## src/rtl/ctrl_src_arbiter_if.sv

```systemverilog
// Control-source arbiter bundle: PC-side and FPGA-side control inputs
// (set level, 5-bit mode, four direction button pulses) plus the
// arbitrated control outputs, the owner select and the switch pulse.
// The arbiter connects through the slave modport; the stimulus side
// connects through the master modport.
interface ctrl_src_arbiter_if;

   logic       iPC_Set;
   logic [4:0] iPC_Mode;
   logic       iPC_Btn_U;
   logic       iPC_Btn_D;
   logic       iPC_Btn_L;
   logic       iPC_Btn_R;

   logic       iFPGA_Set;
   logic [4:0] iFPGA_Mode;
   logic       iFPGA_Btn_U;
   logic       iFPGA_Btn_D;
   logic       iFPGA_Btn_L;
   logic       iFPGA_Btn_R;

   logic       oSel;
   logic       oSet;
   logic [4:0] oMode;
   logic       oBtn_U;
   logic       oBtn_D;
   logic       oBtn_L;
   logic       oBtn_R;
   logic       oSwitch;

   modport master (
      output iPC_Set, iPC_Mode, iPC_Btn_U, iPC_Btn_D, iPC_Btn_L, iPC_Btn_R,
      output iFPGA_Set, iFPGA_Mode, iFPGA_Btn_U, iFPGA_Btn_D, iFPGA_Btn_L, iFPGA_Btn_R,
      input  oSel, oSet, oMode, oBtn_U, oBtn_D, oBtn_L, oBtn_R, oSwitch
   );

   modport slave (
      input  iPC_Set, iPC_Mode, iPC_Btn_U, iPC_Btn_D, iPC_Btn_L, iPC_Btn_R,
      input  iFPGA_Set, iFPGA_Mode, iFPGA_Btn_U, iFPGA_Btn_D, iFPGA_Btn_L, iFPGA_Btn_R,
      output oSel, oSet, oMode, oBtn_U, oBtn_D, oBtn_L, oBtn_R, oSwitch
   );

endinterface

```

## src/rtl/ctrl_src_arbiter.sv

```systemverilog
// ctrl_src_arbiter: decides whether the remote PC or the local FPGA board
// drives the control outputs. Ownership moves to whichever side shows
// activity (button pulse or a change of set/mode), passing through a one
// cycle guard state in which all activity is ignored. The local board wins
// simultaneous activity. Outputs are registered copies of the owner's
// inputs with one cycle of latency; buttons are blanked across a switch.
//
// Optional feature: define ARB_TIMEOUT_EN to return ownership to the FPGA
// after TIMEOUT_CYC cycles without PC activity while the PC owns control.
// Without the macro the inactivity counter is not built at all.
module ctrl_src_arbiter #(
   parameter int unsigned TIMEOUT_CYC = 100_000_000,
   parameter int unsigned CNT_W       = 27
) (
   input logic                iClk,
   input logic                iRst,
   ctrl_src_arbiter_if.slave  bus
);

   typedef enum logic [1:0] {
      FPGA_OWN = 2'd0,
      GRD_PC   = 2'd1,
      PC_OWN   = 2'd2,
      GRD_FPGA = 2'd3
   } state_t;

   state_t     state;
   state_t     next_state;

   // Low during the first cycle after reset so that the previous-value
   // registers can load without a spurious change being reported.
   logic       primed;

   logic       pc_set_q;
   logic [4:0] pc_mode_q;
   logic       fpga_set_q;
   logic [4:0] fpga_mode_q;

   logic [3:0] pc_btn;
   logic [3:0] fpga_btn;
   logic       pc_act;
   logic       fpga_act;
   logic       timeout_hit;

   assign pc_btn   = {bus.iPC_Btn_U, bus.iPC_Btn_D, bus.iPC_Btn_L, bus.iPC_Btn_R};
   assign fpga_btn = {bus.iFPGA_Btn_U, bus.iFPGA_Btn_D, bus.iFPGA_Btn_L, bus.iFPGA_Btn_R};

   // Activity detection: any button pulse, or a set/mode change relative to
   // the value seen in the previous cycle (suppressed right after reset).
   always_comb begin
      pc_act   = (|pc_btn)
               | (primed & ((bus.iPC_Set != pc_set_q) | (bus.iPC_Mode != pc_mode_q)));
      fpga_act = (|fpga_btn)
               | (primed & ((bus.iFPGA_Set != fpga_set_q) | (bus.iFPGA_Mode != fpga_mode_q)));
   end

`ifdef ARB_TIMEOUT_EN
   localparam logic [CNT_W-1:0] CntMax = CNT_W'(TIMEOUT_CYC - 1);

   logic [CNT_W-1:0] idle_cnt;

   assign timeout_hit = (state == PC_OWN) && (idle_cnt == CntMax) && !pc_act;

   // Inactivity counter: restarts on entry to PC ownership and on every PC
   // activity, counts idle PC-owned cycles, and saturates at its limit.
   always_ff @(posedge iClk) begin
      if (iRst) begin
         idle_cnt <= '0;
      end else if ((state != PC_OWN) || (next_state != PC_OWN) || pc_act) begin
         idle_cnt <= '0;
      end else if (idle_cnt != CntMax) begin
         idle_cnt <= idle_cnt + 1'b1;
      end
   end
`else
   assign timeout_hit = 1'b0;
`endif

   // Next-state decision; guard states always advance after one cycle and
   // ignore any activity seen while they are active.
   always_comb begin
      next_state = state;
      case (state)
         FPGA_OWN: begin
            if (pc_act && !fpga_act) begin
               next_state = GRD_PC;
            end
         end
         GRD_PC: begin
            next_state = PC_OWN;
         end
         PC_OWN: begin
            if (fpga_act || timeout_hit) begin
               next_state = GRD_FPGA;
            end
         end
         GRD_FPGA: begin
            next_state = FPGA_OWN;
         end
         default: begin
            next_state = FPGA_OWN;
         end
      endcase
   end

   // State register plus all registered outputs. Outputs follow the owner
   // of the state being entered; buttons are forwarded only while the same
   // owner is retained, so the pulse that triggers a switch and any pulse
   // during the guard cycle are dropped. Set/mode hold through guards.
   always_ff @(posedge iClk) begin
      if (iRst) begin
         state       <= FPGA_OWN;
         primed      <= 1'b0;
         pc_set_q    <= 1'b0;
         pc_mode_q   <= 5'd0;
         fpga_set_q  <= 1'b0;
         fpga_mode_q <= 5'd0;
         bus.oSel    <= 1'b0;
         bus.oSet    <= 1'b0;
         bus.oMode   <= 5'd0;
         bus.oBtn_U  <= 1'b0;
         bus.oBtn_D  <= 1'b0;
         bus.oBtn_L  <= 1'b0;
         bus.oBtn_R  <= 1'b0;
         bus.oSwitch <= 1'b0;
      end else begin
         state       <= next_state;
         primed      <= 1'b1;
         pc_set_q    <= bus.iPC_Set;
         pc_mode_q   <= bus.iPC_Mode;
         fpga_set_q  <= bus.iFPGA_Set;
         fpga_mode_q <= bus.iFPGA_Mode;

         bus.oSel    <= (next_state == PC_OWN) || (next_state == GRD_FPGA);
         bus.oSwitch <= (state == GRD_PC) || (state == GRD_FPGA);

         case (next_state)
            PC_OWN: begin
               bus.oSet  <= bus.iPC_Set;
               bus.oMode <= bus.iPC_Mode;
               if (state == PC_OWN) begin
                  {bus.oBtn_U, bus.oBtn_D, bus.oBtn_L, bus.oBtn_R} <= pc_btn;
               end else begin
                  {bus.oBtn_U, bus.oBtn_D, bus.oBtn_L, bus.oBtn_R} <= 4'b0000;
               end
            end
            FPGA_OWN: begin
               bus.oSet  <= bus.iFPGA_Set;
               bus.oMode <= bus.iFPGA_Mode;
               if (state == FPGA_OWN) begin
                  {bus.oBtn_U, bus.oBtn_D, bus.oBtn_L, bus.oBtn_R} <= fpga_btn;
               end else begin
                  {bus.oBtn_U, bus.oBtn_D, bus.oBtn_L, bus.oBtn_R} <= 4'b0000;
               end
            end
            default: begin
               {bus.oBtn_U, bus.oBtn_D, bus.oBtn_L, bus.oBtn_R} <= 4'b0000;
            end
         endcase
      end
   end

endmodule
```

## src/flat_wrapper.sv

```systemverilog
// flat-port wrapper written by rule: the top's interface ports become plain ports
module ctrl_src_arbiter_flat 
#(
   parameter int unsigned TIMEOUT_CYC = 100_000_000,
   parameter int unsigned CNT_W       = 27
)
  (iClk, iRst, bus_iPC_Set, bus_iPC_Mode, bus_iPC_Btn_U, bus_iPC_Btn_D, bus_iPC_Btn_L, bus_iPC_Btn_R, bus_iFPGA_Set, bus_iFPGA_Mode, bus_iFPGA_Btn_U, bus_iFPGA_Btn_D, bus_iFPGA_Btn_L, bus_iFPGA_Btn_R, bus_oSel, bus_oSet, bus_oMode, bus_oBtn_U, bus_oBtn_D, bus_oBtn_L, bus_oBtn_R, bus_oSwitch);
  ctrl_src_arbiter_if bus_i ();
  input logic iClk;
  input logic iRst;
  input wire logic [$bits(bus_i.iPC_Set)-1:0] bus_iPC_Set;
  input wire logic [$bits(bus_i.iPC_Mode)-1:0] bus_iPC_Mode;
  input wire logic [$bits(bus_i.iPC_Btn_U)-1:0] bus_iPC_Btn_U;
  input wire logic [$bits(bus_i.iPC_Btn_D)-1:0] bus_iPC_Btn_D;
  input wire logic [$bits(bus_i.iPC_Btn_L)-1:0] bus_iPC_Btn_L;
  input wire logic [$bits(bus_i.iPC_Btn_R)-1:0] bus_iPC_Btn_R;
  input wire logic [$bits(bus_i.iFPGA_Set)-1:0] bus_iFPGA_Set;
  input wire logic [$bits(bus_i.iFPGA_Mode)-1:0] bus_iFPGA_Mode;
  input wire logic [$bits(bus_i.iFPGA_Btn_U)-1:0] bus_iFPGA_Btn_U;
  input wire logic [$bits(bus_i.iFPGA_Btn_D)-1:0] bus_iFPGA_Btn_D;
  input wire logic [$bits(bus_i.iFPGA_Btn_L)-1:0] bus_iFPGA_Btn_L;
  input wire logic [$bits(bus_i.iFPGA_Btn_R)-1:0] bus_iFPGA_Btn_R;
  output wire logic [$bits(bus_i.oSel)-1:0] bus_oSel;
  output wire logic [$bits(bus_i.oSet)-1:0] bus_oSet;
  output wire logic [$bits(bus_i.oMode)-1:0] bus_oMode;
  output wire logic [$bits(bus_i.oBtn_U)-1:0] bus_oBtn_U;
  output wire logic [$bits(bus_i.oBtn_D)-1:0] bus_oBtn_D;
  output wire logic [$bits(bus_i.oBtn_L)-1:0] bus_oBtn_L;
  output wire logic [$bits(bus_i.oBtn_R)-1:0] bus_oBtn_R;
  output wire logic [$bits(bus_i.oSwitch)-1:0] bus_oSwitch;
  assign bus_i.iPC_Set = bus_iPC_Set;
  assign bus_i.iPC_Mode = bus_iPC_Mode;
  assign bus_i.iPC_Btn_U = bus_iPC_Btn_U;
  assign bus_i.iPC_Btn_D = bus_iPC_Btn_D;
  assign bus_i.iPC_Btn_L = bus_iPC_Btn_L;
  assign bus_i.iPC_Btn_R = bus_iPC_Btn_R;
  assign bus_i.iFPGA_Set = bus_iFPGA_Set;
  assign bus_i.iFPGA_Mode = bus_iFPGA_Mode;
  assign bus_i.iFPGA_Btn_U = bus_iFPGA_Btn_U;
  assign bus_i.iFPGA_Btn_D = bus_iFPGA_Btn_D;
  assign bus_i.iFPGA_Btn_L = bus_iFPGA_Btn_L;
  assign bus_i.iFPGA_Btn_R = bus_iFPGA_Btn_R;
  assign bus_oSel = bus_i.oSel;
  assign bus_oSet = bus_i.oSet;
  assign bus_oMode = bus_i.oMode;
  assign bus_oBtn_U = bus_i.oBtn_U;
  assign bus_oBtn_D = bus_i.oBtn_D;
  assign bus_oBtn_L = bus_i.oBtn_L;
  assign bus_oBtn_R = bus_i.oBtn_R;
  assign bus_oSwitch = bus_i.oSwitch;
  ctrl_src_arbiter #(.TIMEOUT_CYC(TIMEOUT_CYC), .CNT_W(CNT_W)) u_core (.iClk(iClk), .iRst(iRst), .bus(bus_i));
endmodule
```

## config.mk

```make
export PLATFORM = sky130hd
export DESIGN_NAME = ctrl_src_arbiter_flat
export DESIGN_NICKNAME = d
export VERILOG_FILES = /design/src/rtl/ctrl_src_arbiter_if.sv /design/src/rtl/ctrl_src_arbiter.sv /design/src/flat_wrapper.sv
export SDC_FILE = /design/constraint.sdc
export NUM_CORES = 1
export LEC_CHECK = 0
export BUFFER_PORTS_ARGS = -buffer_cell sky130_fd_sc_hd__clkbuf_2
export CAP_MARGIN = 20
export CORE_MARGIN = 2
export CORE_UTILIZATION = 40
export DETAILED_ROUTE_END_ITERATION = 6
export PLACE_DENSITY = 0.6
export SLEW_MARGIN = 20
export SYNTH_ARGS = -nofsm -noshare
export SYNTH_HDL_FRONTEND = slang
export SYNTH_SLANG_ARGS = --single-unit
```

## constraint.sdc

```tcl
create_clock -name iClk -period 2.8 [get_ports iClk]
set_input_delay 0.56 -clock iClk [delete_from_list [all_inputs] [get_ports iClk]]
set_output_delay 0.56 -clock iClk [all_outputs]
set_load 0.01 [all_outputs]
```

Yosys cells after proc, flatten, opt, wreduce, memory -nomap -nowiden
Index checks and enable logic that the tools add are counted.
{ "word_totals": {"wordCells": 56, "inputBits": 22, "regBits": 27} }
{ "op_classes": {"n_reduce_logical": 9, "eq_ne": 9, "n_bitwise": 6, "n_mux": 18} }
{ "op_table": {"columns": ["cell", "count"], "rows": [
  ["$ne A5 B5 Y1", 2],
  ["$pmux W1 S2", 5],
  ["$pmux W5 S2", 1],
  ["$mux W1", 9],
  ["$eq A2 B2 Y1 const B", 4],
  ["$pmux W2 S4", 1],
  ["$reduce_or A4 Y1", 2],
  ["$logic_not A2 Y1", 2],
  ["$mux W2", 2],
  ["$or A1 B1 Y1", 4],
  ["$and A1 B1 Y1", 2],
  ["$eq A2 B1 Y1 const B", 1],
  ["$logic_or A1 B1 Y1", 2],
  ["$ne A1 B1 Y1", 2],
  ["$reduce_bool A2 Y1", 1],
  ["$logic_and A1 B1 Y1", 1],
  ["$logic_not A1 Y1", 1]
]} }

Depth between registers and ports, before layout
{ "depth": {"depth_word": 10, "mapped_depth": 7, "depth_no_buf": 6} }

Worst setup path after synthesis
No wires, ideal clock.
{ "synth_timing": {"path_kind": "input -> register", "from": "input port bus_iFPGA_Btn_L", "to": "register u_core.bus.oBtn_D", "slack_ns": 0.633, "stages": 7, "arrival_time_ns": 2.049, "n_path_buf": 1, "cell_sequence": "or4_4 -> nor3_2 -> o2bb2ai_2 -> o211ai_4 -> and2_4 -> buf_6 -> a32o_1"} }
{ "synth_via": {"elab_chain_len": 8, "elab_cells_between_ends": 10, "classes_between": "1 x eq/ne; 4 x mux; 1 x bitwise; 4 x reduce/logical"} }
{ "synth_rtl": {"columns": ["element", "line_no", "text"], "rows": [
  ["start: declaration", "flat_wrapper.sv:21", "input wire logic [$bits(bus_i.iFPGA_Btn_L)-1:0] bus_iFPGA_Btn_L;"],
  ["$reduce_or A4 Y1 (*)", "ctrl_src_arbiter.sv:53", "fpga_act = (|fpga_btn)"],
  ["$or A1 B1 Y1 (*)", "ctrl_src_arbiter.sv:54", "| (primed & ((bus.iFPGA_Set != fpga_set_q) | (bus.iFPGA_Mode != fpga_mode_q)));"],
  ["$logic_not A1 Y1", "ctrl_src_arbiter.sv:85", "if (pc_act && !fpga_act) begin"],
  ["$logic_and A1 B1 Y1", "ctrl_src_arbiter.sv:85", null],
  ["$mux W2", "ctrl_src_arbiter.sv:85", null],
  ["$pmux W2 S4 (*)", "ctrl_src_arbiter.sv:83", "case (state)"],
  ["$eq A2 B2 Y1 or $logic_not A2 Y1 (tied branches)", "ctrl_src_arbiter.sv:137", "case (next_state)"],
  ["$pmux W1 S2 (*)", "ctrl_src_arbiter.sv:137", null],
  ["end signal: assignment", "ctrl_src_arbiter.sv:142", "{bus.oBtn_U, bus.oBtn_D, bus.oBtn_L, bus.oBtn_R} <= pc_btn;"],
  ["end signal: assignment", "ctrl_src_arbiter.sv:151", "{bus.oBtn_U, bus.oBtn_D, bus.oBtn_L, bus.oBtn_R} <= fpga_btn;"],
  ["end: declaration", "ctrl_src_arbiter_if.sv:40", "output oSel, oSet, oMode, oBtn_U, oBtn_D, oBtn_L, oBtn_R, oSwitch"]
]} }
Mark *: on every way between the ends. The rest lies on a longest branch, timed or not.
A chain may end at the register's enable or synchronous reset.

Worst setup path in the final report
{ "layout_timing": {"from": "input port bus_iFPGA_Btn_L", "to": "register u_core.bus.oBtn_R"} }
{ "layout_via": {"elab_chain_len": 8, "elab_cells_between_ends": 10, "classes_between": "1 x eq/ne; 4 x mux; 1 x bitwise; 4 x reduce/logical"} }
{ "layout_rtl": {"columns": ["element", "line_no"], "rows": [
  ["$reduce_or A4 Y1 (*)", "ctrl_src_arbiter.sv:53"],
  ["$or A1 B1 Y1 (*)", "ctrl_src_arbiter.sv:54"],
  ["$logic_not A1 Y1", "ctrl_src_arbiter.sv:85"],
  ["$logic_and A1 B1 Y1", "ctrl_src_arbiter.sv:85"],
  ["$mux W2", "ctrl_src_arbiter.sv:85"],
  ["$pmux W2 S4 (*)", "ctrl_src_arbiter.sv:83"],
  ["$eq A2 B2 Y1 or $logic_not A2 Y1 (tied branches)", "ctrl_src_arbiter.sv:137"],
  ["$pmux W1 S2 (*)", "ctrl_src_arbiter.sv:137"],
  ["end signal: assignment", "ctrl_src_arbiter.sv:142"],
  ["end signal: assignment", "ctrl_src_arbiter.sv:151"],
  ["end: declaration", "ctrl_src_arbiter_if.sv:40"]
]} }
Marked as above.

==> impl.org <==
** Clock tree
- Clock tree from TritonCTS :: yes
- Counting along the longest clock path gives a buffer depth of 2.
- The tree built by TritonCTS fans out to 26 sinks.
- Number of setup buffers added after CTS :: 0
- Buffers inserted during clock tree synthesis total 3.
- H-tree level count :: 1
- Root buf cell :: clkbuf_4
- Gates resized during post-CTS repair numbered 0.
- Clock-pin slew was measured on the worst setup and hold paths at 0.13 ns.
- Skew-Pair Late Insertion Delay :: 0.31 ns
- Hold repair after CTS inserted 0 buffers.

** Logic synthesis
- Post-synthesis share of cell area spent on full adders, half adders and majority gates :: 5.38%
- Simple-gate share of the synthesized area :: 13.2%
- By area, the combinational part of the netlist is dominated by compound AO/OA/AOI/OAI gates.
- Counting flops and latches in the post-synthesis netlist gives 26.
- Dividing the synthesized area by the synthesized cell count gives 11.3 um2.
- The synthesized netlist devotes 9.03% of its cell area to XOR and XNOR gates.
- Share of synthesized flip-flops with an asynchronous set or reset :: 0%
- Of all cell types, the one taking the most synthesized area is dfxtp_1.
- Summing the areas of all compound-gate instances in the mapped netlist gives around 19% of the synthesized area.
- Proportion of synthesized chip area in sequential cells :: 44.7%
- Main flop type after synthesis :: dfxtp_1
- The mapped netlist covers about 0.0012 mm2.
- Mapped Cells :: 103
- The synthesized design devotes to its leading area cell type 44.7% of total area.
- Net count of the mapped netlist :: 130
- By area the synthesized netlist is led by dfxtp_1 (45%), nor2b_1 (7.0%), a211oi_2 (6.5%).
- Count of unique library cells instantiated by Yosys :: 27
- EDFF count, synth :: 0
- The Yosys step of the flow raised 0 warnings.
- Multiplexer cells account for under 10% of the synthesized area.

** STA
- The worst path uses 70.3% of the clock period.
- Number of hold violations in the final report :: 0
- Setup violations remaining at the end of the flow were counted as 0.
- Measured against its own limit, the worst slew margin works out to 65.1%.
- The final-report max-slew violation count is 0.
- After layout, the worst setup slack is 0.833 ns.
- Worst setup skew after layout :: 0.00178 ns
- Final TNS setup :: 0 ns
- Setup repair after global routing left no endpoint under its margin.
- Tmin final :: approximately 2.0 ns
- Transition time at the pin with the least slew margin :: 0.524 ns
- On the final layout, the worst hold slack is around 0.47 ns.
- Based on the critical path, the design can be clocked at up to 508 MHz.

** Drt
- The final layout contains routed wiring with a total length of 2210 um.
- Detailed-route DRC error count :: 0
- Via Count :: between 800 and 900
- The first detailed-routing pass took 4 iterations.
- The detailed router finished its first iteration with 11 violations.
- Post-route ant nets :: 0
- In the routed layout, each cell is associated on average with a via count of just under 5.
- Wire per inst :: 13.3 um

** Critical path
- Startpoint-to-endpoint class of the critical path :: input port to register
- Cell family with most CP delay :: simple AND/OR/NAND/NOR gates
- Capture instance of the worst register-to-register path :: u_core.bus.oBtn_R
- Highest net fanout along the worst path :: 11
- CP Buf/Inv Count :: 1
- The slowest stage of the critical path belongs to the cell or4_4.
- Following the worst setup path forward leads to its endpoint at u_core.bus.oBtn_R.
- The worst register-to-register path begins at u_core.fpga_mode_q[3].
- Worst endpoint data arrival time :: 2.18 ns
- Kind of start point of the critical path :: input port
- Critical path data required time :: 3.01 ns
- Register-to-register setup slack :: 0.94 ns
- Counting cells, the worst reg-to-reg path comes to 6.
- In this design, the stage delay of the slowest critical-path cell is 0.55 ns.
- Critical Path Stages :: 7
- The signal on the critical path passes through clkbuf_2, or4_4, nor3_2, o2bb2ai_2, o211ai_4, and2_4, a32o_1.
- Kind of end point of the critical path :: register
- Worst setup path startpoint :: bus_iFPGA_Btn_L

** GRT
- First-pass GRT wire length :: 3820 um
- Number of global-route vias before repair :: 827
- Antenna violations before repair :: 0
- Total congestion overflow :: 0
- Tot GR Track Use :: 15.1%
- Pin count of the biggest net entering global routing :: 24

** Floorplan
- Ports placed on the boundary :: 34
- Die area :: 0.00336 mm2
- For this configuration, the core starts out at a cell density of 42.2%.
- Core area :: 0.00276 mm2
- Floorplan die width :: approximately 58 um
- Number of cell rows :: 19
- Die Y-Extent :: 57.9 um

** Finish
- Cells with a size suffix above 1 make up roughly 36% of the layout.
- Summing all multi-input logic gate instances after layout gives 606 um2.
- Number of filler cells placed in the layout :: 262
- NumNets Final :: 164
- Most common library cell in the layout ignoring fill and taps :: clkbuf_2
- Number of diodes added for antenna fixing :: 0
- Commonest non-fill, non-tap cells in the layout :: clkbuf_2 (33), dfxtp_1 (26), nor2b_1 (13)
- Relative to the synthesized area, the layout overhead comes to 18.7%.
- Flip-flop and latch area :: 520 um2
- Final core utilization :: roughly 50%

** Power
- IR analysis of the VDD net gives a maximum drop of 0.313 mV.
- Total leakage power :: around 0.64 nW
- Pwr dens :: 508 mW/mm2
- Overall power :: about 0.00070 W

** Place
- Buffers placed on the I/O ports in this run total 33.
- OpenSTA, run right after detailed placement, puts the worst setup slack at about 0.48 ns.
- Detailed placement ended at an HPWL of about 1700 um.
- The congestion estimate from routability-driven global placement came to 0.797.

** Status
- Outcome :: finished, final reports clean

** Min path
- Worst hold path class :: input port to register

** Run
- Number of maximum-capacitance constraint violations :: 0
-- state kept, by name (all words and copies together) (netlist names) --
| register | cells |
|---|---|
| u_core.bus.oBtn_U | 1 |
| u_core.state | 2 |
| u_core.fpga_mode_q | 5 |
| u_core.bus.oBtn_L | 1 |
| u_core.pc_mode_q | 5 |
| u_core.fpga_set_q | 1 |
| u_core.pc_set_q | 1 |
| u_core.bus.oSet | 1 |
| u_core.bus.oSwitch | 1 |
| u_core.bus.oBtn_R | 1 |
| u_core.primed | 1 |
| u_core.bus.oMode | 5 |
| u_core.bus.oBtn_D | 1 |
-- layer usage --
layer | vias up | track usage (%) | share of wire (%)
met5 | - | 0 | 0
met1 | 386 | 20.7 | 47
li1 | 428 | - | -
met3 | 2 | 3.13 | 3.7
met2 | 14 | 23.7 | 48
met4 | 0 | 4.98 | 0.63
-- worst min path at each step --
stage,end,depth (start not counted),from
5_1_grt,u_core.bus.oBtn_L,2,bus_iPC_Btn_L
3_3_place_gp,u_core.bus.oMode[3],2,u_core.bus.oMode[3]
2_1_floorplan,u_core.bus.oMode[0],2,u_core.bus.oMode[0]
3_5_place_dp,u_core.bus.oMode[0],2,u_core.bus.oMode[0]
4_1_cts,u_core.bus.oBtn_U,2,bus_iPC_Btn_U
6_report,u_core.bus.oBtn_U,2,bus_iPC_Btn_U
-- metrics by stage --
| stage | std cells | area, um2 |
|---|---|---|
| 2_1_floorplan | 103 | 1160 |
| 3_3_place_gp | 163 | 1350 |
| 3_5_place_dp | 163 | 1350 |
| 4_1_cts | 167 | 1380 |
| 5_1_grt | 167 | 1380 |
| 6_report | 167 | 1380 |
-- power by group --
part	switching [W]	internal (W)
registers	0.0000121	0.000394
logic	0.0000579	0.0000546
clock network	0.000104	0.0000793
total	0.000174	0.000528
-- Yosys cell counts, drive strengths merged, types with 2 or more instances --
master  instances
a211oi          6
a21oi           6
a32o            4
buf             2
clkbuf          2
dfxtp          26
ha              5
inv             4
mux2i           6
nor2            4
nor2b          13
o31a            2
or4             2
xnor2           4
xor2            8
-- cells by family after synthesis --
kind of cell | count (synthesis)
AO/OA/AOI/OAI | 22
AND/OR/NAND/NOR | 24
multiplexers | 6
XOR/XNOR | 12
buffers and inverters | 8
adder cells (fa/ha/maj) | 5
flip-flops | 26
-- area by class of cell --
class / instances / share of cell area (%)
multi-input combinational: 69 / 43.8
clock buffer: 4 / 2.63
timing repair buffer: 33 / 12.0
tap: 31 / 2.81
inverter: 4 / 1.09
sequential: 26 / 37.7
No activity file was read; power rests on OpenSTA's default activity.
